===== config.mk =====
export PLATFORM = sky130hd
export DESIGN_NAME = link_sprite_sequencer
export DESIGN_NICKNAME = d
export VERILOG_FILES = /design/src/rtl/link_sprite_sequencer.sv
export SDC_FILE = /design/constraint.sdc
export NUM_CORES = 1
export LEC_CHECK = 0
export CAP_MARGIN = 40
export CORE_ASPECT_RATIO = 1.75
export CORE_MARGIN = 2
export CORE_UTILIZATION = 49
export CTS_CLUSTER_DIAMETER = 80
export DETAILED_ROUTE_END_ITERATION = 10
export HOLD_SLACK_MARGIN = 0.1
export PLACE_DENSITY = 0.86
export REMOVE_ABC_BUFFERS = 1
export SYNTH_ARGS = -nofsm -noshare
export SYNTH_HDL_FRONTEND = slang
export SYNTH_SLANG_ARGS = --single-unit

===== constraint.sdc =====
create_clock -name Clk -period 5.55 [get_ports Clk]
set_input_delay 0.8325 -clock Clk [delete_from_list [all_inputs] [get_ports Clk]]
set_output_delay 0.8325 -clock Clk [all_outputs]
set_load 0.01 [all_outputs]

===== src/rtl/link_sprite_sequencer.sv =====
// link_sprite_sequencer
// Player-sprite sequencer sitting between the VGA scan counters and the
// sprite ROM/palette stage.
//   - Tracks facing direction, walk animation and the four-step sword attack,
//     advancing only on frame ticks.
//   - Registers a 5-bit sprite image id that changes only on a frame tick.
//   - Turns the scan position into a sprite-ROM pixel address.
//   - Delays the in-sprite flag so that it lines up with ROM data.
//
// Build option: define SPRITE_ATTACK_EN to include the ATTACK state and the
// step sequencing. Without it, attack_req is ignored, attacking is tied to 0
// and sprite_id[4:3] is always 00.
//
// Ports
//   Clk, Reset            clock; synchronous active-high reset
//   frame_tick            one-cycle pulse per video frame
//   dir, moving           requested direction (00 up, 01 down, 10 left, 11 right) and move level
//   attack_req            sword button level
//   pos_x, pos_y          sprite top-left corner in screen pixels
//   DrawX, DrawY          current scan position
//   rom_addr              sprite-ROM pixel address (registered)
//   sprite_id             selected image
//   sprite_hit            ROM output pixel this cycle belongs to the sprite
//   attacking             attack sequence active
//   dir_latched           committed facing direction
module link_sprite_sequencer #(
    parameter int SPRITE_W   = 32,
    parameter int SPRITE_H   = 32,
    parameter int WALK_DIV   = 8,
    parameter int ATTACK_DIV = 4,
    parameter int ROM_LAT    = 1,
    localparam int AW        = $clog2(SPRITE_W * SPRITE_H)
) (
    input  logic          Clk,
    input  logic          Reset,
    input  logic          frame_tick,
    input  logic [1:0]    dir,
    input  logic          moving,
    input  logic          attack_req,
    input  logic [9:0]    pos_x,
    input  logic [9:0]    pos_y,
    input  logic [9:0]    DrawX,
    input  logic [9:0]    DrawY,
    output logic [AW-1:0] rom_addr,
    output logic [4:0]    sprite_id,
    output logic          sprite_hit,
    output logic          attacking,
    output logic [1:0]    dir_latched
);
    localparam int XB  = $clog2(SPRITE_W);
    localparam int YB  = $clog2(SPRITE_H);
    localparam int WCW = (WALK_DIV > 1) ? $clog2(WALK_DIV) : 1;
    localparam logic [WCW-1:0] WC_MAX = WCW'(WALK_DIV - 1);

`ifdef SPRITE_ATTACK_EN
    localparam int ACW = (ATTACK_DIV > 1) ? $clog2(ATTACK_DIV) : 1;
    localparam logic [ACW-1:0] AC_MAX = ACW'(ATTACK_DIV - 1);
    typedef enum logic [1:0] {IDLE, WALK, ATTACK} state_t;
    logic [1:0]     step, step_nx;
    logic [ACW-1:0] acnt, acnt_nx;
    logic           atk_done;
`else
    typedef enum logic {IDLE, WALK} state_t;
    logic unused_attack_req;
    assign unused_attack_req = attack_req;
`endif

    state_t         state, state_nx;
    logic [WCW-1:0] wcnt, wcnt_nx;
    logic           walk_ph, ph_nx;
    logic [1:0]     dir_nx;
    logic [4:0]     sid_nx;

    // ---------------- FSM: state register ----------------
    always_ff @(posedge Clk) begin
        if (Reset)           state <= IDLE;
        else if (frame_tick) state <= state_nx;
    end

    // ---------------- FSM: next state ----------------
`ifdef SPRITE_ATTACK_EN
    assign atk_done = (step == 2'd3) && (acnt == AC_MAX);
`endif

    always_comb begin
        state_nx = state;
        case (state)
`ifdef SPRITE_ATTACK_EN
            IDLE:    if (attack_req) state_nx = ATTACK;
                     else if (moving) state_nx = WALK;
            WALK:    if (attack_req) state_nx = ATTACK;
                     else if (!moving) state_nx = IDLE;
            // attack_req is not looked at here; a held button re-triggers
            // from IDLE/WALK on the following tick.
            ATTACK:  if (atk_done) state_nx = moving ? WALK : IDLE;
`else
            IDLE:    if (moving) state_nx = WALK;
            WALK:    if (!moving) state_nx = IDLE;
`endif
            default: state_nx = IDLE;
        endcase
    end

    // ---------------- FSM: outputs and per-tick next values ----------------
    always_comb begin
        dir_nx  = dir;
        wcnt_nx = wcnt;
        ph_nx   = walk_ph;
`ifdef SPRITE_ATTACK_EN
        attacking = (state == ATTACK);
        step_nx   = 2'd0;            // outside ATTACK the step logic sits at 0,
        acnt_nx   = '0;              // so entry always starts from step 0
        if (state == ATTACK) begin
            dir_nx = dir_latched;    // facing frozen for the whole attack
            if (acnt == AC_MAX) begin
                step_nx = step + 2'd1;
            end else begin
                step_nx = step;
                acnt_nx = acnt + 1'b1;
            end
        end
`else
        attacking = 1'b0;
`endif
        if (state_nx == IDLE) begin
            wcnt_nx = '0;
            ph_nx   = 1'b0;
`ifdef SPRITE_ATTACK_EN
        end else if (state_nx == ATTACK) begin
            if (state != ATTACK) wcnt_nx = '0;
`endif
        end else if (state == WALK) begin
            // only ticks spent in WALK advance the animation
            if (wcnt == WC_MAX) begin
                wcnt_nx = '0;
                ph_nx   = ~walk_ph;
            end else begin
                wcnt_nx = wcnt + 1'b1;
            end
        end
        // image id is built from the post-tick values so it matches the new state
        sid_nx = {2'b00, dir_nx, ph_nx};
`ifdef SPRITE_ATTACK_EN
        if (state_nx == ATTACK) sid_nx = {1'b1, dir_nx, step_nx};
`endif
    end

    always_ff @(posedge Clk) begin
        if (Reset) begin
            dir_latched <= 2'b01;
            wcnt        <= '0;
            walk_ph     <= 1'b0;
            sprite_id   <= 5'd2;
`ifdef SPRITE_ATTACK_EN
            step        <= 2'd0;
            acnt        <= '0;
`endif
        end else if (frame_tick) begin
            dir_latched <= dir_nx;
            wcnt        <= wcnt_nx;
            walk_ph     <= ph_nx;
            sprite_id   <= sid_nx;
`ifdef SPRITE_ATTACK_EN
            step        <= step_nx;
            acnt        <= acnt_nx;
`endif
        end
    end

    // ---------------- address path ----------------
    // Zero-extended 11-bit difference: bit 10 set means the scan is left of /
    // above the sprite; screen-edge overhang needs no special handling.
    logic [10:0]      rel_x, rel_y;
    logic             hit0;
    logic [ROM_LAT:0] hit_pipe;

    assign rel_x = {1'b0, DrawX} - {1'b0, pos_x};
    assign rel_y = {1'b0, DrawY} - {1'b0, pos_y};
    assign hit0  = !rel_x[10] && (rel_x < 11'(SPRITE_W)) &&
                   !rel_y[10] && (rel_y < 11'(SPRITE_H));

    // hit_pipe[0] is aligned with rom_addr; hit_pipe[ROM_LAT] with ROM data.
    always_ff @(posedge Clk) begin
        if (Reset) begin
            rom_addr <= '0;
            hit_pipe <= '0;
        end else begin
            rom_addr <= hit0 ? {rel_y[YB-1:0], rel_x[XB-1:0]} : '0;
            hit_pipe <= {hit_pipe[ROM_LAT-1:0], hit0};
        end
    end

    assign sprite_hit = hit_pipe[ROM_LAT];

endmodule

==> flow_metrics.tcl <==
set metrics [dict create \
    netlist_area_sq_um 1840 \
    achievable-frequency_mhz 280 \
    dr.pass1.iters 4 \
    synthesis.instances 226 \
    slew_headroom 0.594 \
    grt_pass1_vias 1667 \
    io_pins 66 \
    power.leakage_uw 0.00108 \
    reg2reg_setup_slack_ps 4240 \
    path_clk_slew_ps 70 \
    synthArstFlopShare 0 \
    placement_rows 29 \
    vdd_ir_drop_max_v 0.000134 \
    grt_usage 0.193 \
    cp_data_arrival_time_ps 3720 \
    drt_first_iter_violations 38 \
    drt-vias-per-instance 5.49 \
    worst-path-max-fanout 11 \
    synthMostInstantiatedCell "inv_1" \
    layout-area-overhead-vs-synth_pct 34.8 \
    ctsHtreeMaxLevel 1 \
    r2r_end "sprite_id[0]" \
    gpl.final_weighted_congestion 0.762 \
    tritoncts "yes" \
    crit_path_top_delay_cell "clkdlybuf4s50_1" \
    warning_count_from_the_yosys_run 0 \
    clkLatencyLatePin_ps 250 \
    timing.hold.worst.class "register to register" \
    final.fill_count 297 \
    period_share 0.644 \
    hold_viol 0 \
    result_of_the_run "completed" \
    cts_hold_repair.buffers 0 \
    routed_wirelength_um 4130 \
    start_point_of_the_critical_path "DrawY[0]" \
    yosys_register_bits 19 \
    min_path_cells 1 \
    port_buffers 61 \
    worst_setup_path_end_kind "register" \
    fin_setup_tns_ps 0 \
    global_route.overflow_total 0 \
    timing.max_cap.violations 0 \
    coreArea_sq_um 3630 \
    cts.sink_count 19 \
    timing.rr.start "wcnt[0]" \
    final.setup_skew_ps 0.319 \
    netlist_top_cells_area "dfxtp_1, ha_1, nor4_2" \
    fp.dieArea_sq_um 4290 \
    final-max-slew-violation-count 0 \
    antenna_violations_before_repair 0 \
    power_per_cell_area_nw_per_um2 162 \
    edff_count_synth 0 \
    worst-slew-pin-transition_ps 607 \
    post_cts_resize_count 0 \
    detail_route.drc_violations 0 \
    rsz0062_at_grt "no" \
    total_cts_buffers 3 \
    fp.dieH_um 85.2 \
    n_antenna_cell 0 \
    crit_path_leading_delay_family "simple AND/OR/NAND/NOR gates" \
    ant_nets 0 \
    clockRootBuffer "clkbuf_8" \
    finalWorstPathRequiredPeriod_ps 3570 \
    rr_worst_depth 5 \
    synth.top_cell.area_share 0.206 \
    worst_setup_path_start_kind "primary input" \
    setup.worst_path.class "primary input to register" \
    worstPathRequired_ps 5700 \
    total_of_endpoints_with_negative_setup_slack_in_the_final_report 0 \
    synth_area_leader_cell "dfxtp_1" \
    grt_start_max_net_pins 12 \
    start_util 0.508 \
    crit_end "rom_addr[2]" \
    synth_sequential_area_ratio 0.206 \
    clock_tree.buffer_depth 2 \
    hpwl_um 3460 \
    final_nets 352 \
    layout_cells_sized_above_1 0.0714 \
    grt_first_pass_wirelength_um 6710 \
    whs_ps 437 \
    cp.buffers_inverters 2 \
    cp_cell_sequence "clkdlybuf4s50_1 -> inv_1 -> ha_1 -> fa_1 -> nand2b_1 -> a21oi_1 -> o221ai_1 -> a211oi_1 -> nand3_1 -> nor4_1" \
    die_w_um 50.4 \
    post_synth.cell_area_avg_sq_um 8.16 \
    post_cts.repair.setup_buffers 0 \
    critical-path-max-stage-delay_ps 480 \
    cp.depth 10 \
    synth_top_cells_by_count "inv_1, ha_1, dfxtp_1" \
    synthFlopType "dfxtp_1" \
    synthDistinctLibCells 55 \
    detailroute.via_count 1789 \
    wl_per_cell_um 12.7 \
]
power by group:
group / internal, uW / total, uW / leakage [uW] / switching, uW
clock network: 49.8 / 92.6 / 0.0000255 / 42.9
logic: 85.7 / 171 / 0.000898 / 85.5
registers: 138 / 139 / 0.000154 / 1.18
total: 273 / 403 / 0.00108 / 130
worst register-to-register path: stages, from the launching register on:
cell and delay [ps]:
dfxtp_1 330, ha_1 210, ha_1 210, and4b_1 190, o21ai_0 170, a21oi_1 90
state kept, by name, summed over array words and instances, names as in the netlist:
name,count
sprite_id,1
rom_addr,10
hit_pipe,2
wcnt,3
dir_latched,2
state,1
area by class of cell:
type                       count  area [sq um]  share of cell area
multi-input combinational    168          1290               0.517
clock inverter                 1          5.00             0.00201
inverter                      28           105              0.0423
clock buffer                   3          41.3              0.0166
sequential                    19           380               0.153
tap                           46          57.6              0.0232
timing repair buffer          61           611               0.246
cells by family after synthesis:
kind of cell	share of synthesized area
compound gates	0.225
simple gates	0.246
mux	0.0217
fa+ha+maj	0.171
flops	0.206
xor+xnor	0.0285
buf+inv	0.100
other cells	0.00203
routing by layer:
layer | track usage | vias to the layer above | share of wire
met5 | 0 | - | 0
met4 | 0.0590 | 0 | 0.0092
met3 | 0.0158 | 4 | 0.031
met2 | 0.404 | 48 | 0.58
met1 | 0.186 | 831 | 0.38
li1 | - | 906 | -
placed cells by master, fill, tap and decap left out, types with 4 or more instances in the layout:
cell type and n:
inv_1 28, a21oi_1 16, nor4_2 9, nor2_1 15, nor2b_1 6, dfxtp_1 19, ha_1 22, o21ai_0 9
a21o_1 6, clkdlybuf4s50_1 61, nand2b_1 8, mux2i_1 4, nand2_1 13
metrics by stage:
stage	utilization	total power, uW	setup WS (ps)	std cells	instance area [sq um]
6_report	0.685	403	1980	326	2490
5_1_grt	0.685	427	1740	326	2490
4_1_cts	0.685	405	2000	326	2490
3_5_place_dp	0.672	312	1730	322	2440
3_3_place_gp	0.672	309	1830	322	2440
2_1_floorplan	-	253	2600	215	1770
worst min path at each step:
stage	to	from	slack, ps
2_1_floorplan	hit_pipe[1]	hit_pipe[0]	410
3_3_place_gp	hit_pipe[1]	hit_pipe[0]	420
3_5_place_dp	hit_pipe[1]	hit_pipe[0]	420
4_1_cts	hit_pipe[1]	hit_pipe[0]	440
5_1_grt	hit_pipe[1]	hit_pipe[0]	460
6_report	hit_pipe[1]	hit_pipe[0]	440
Note: power is estimated with default switching activity, not from simulation.
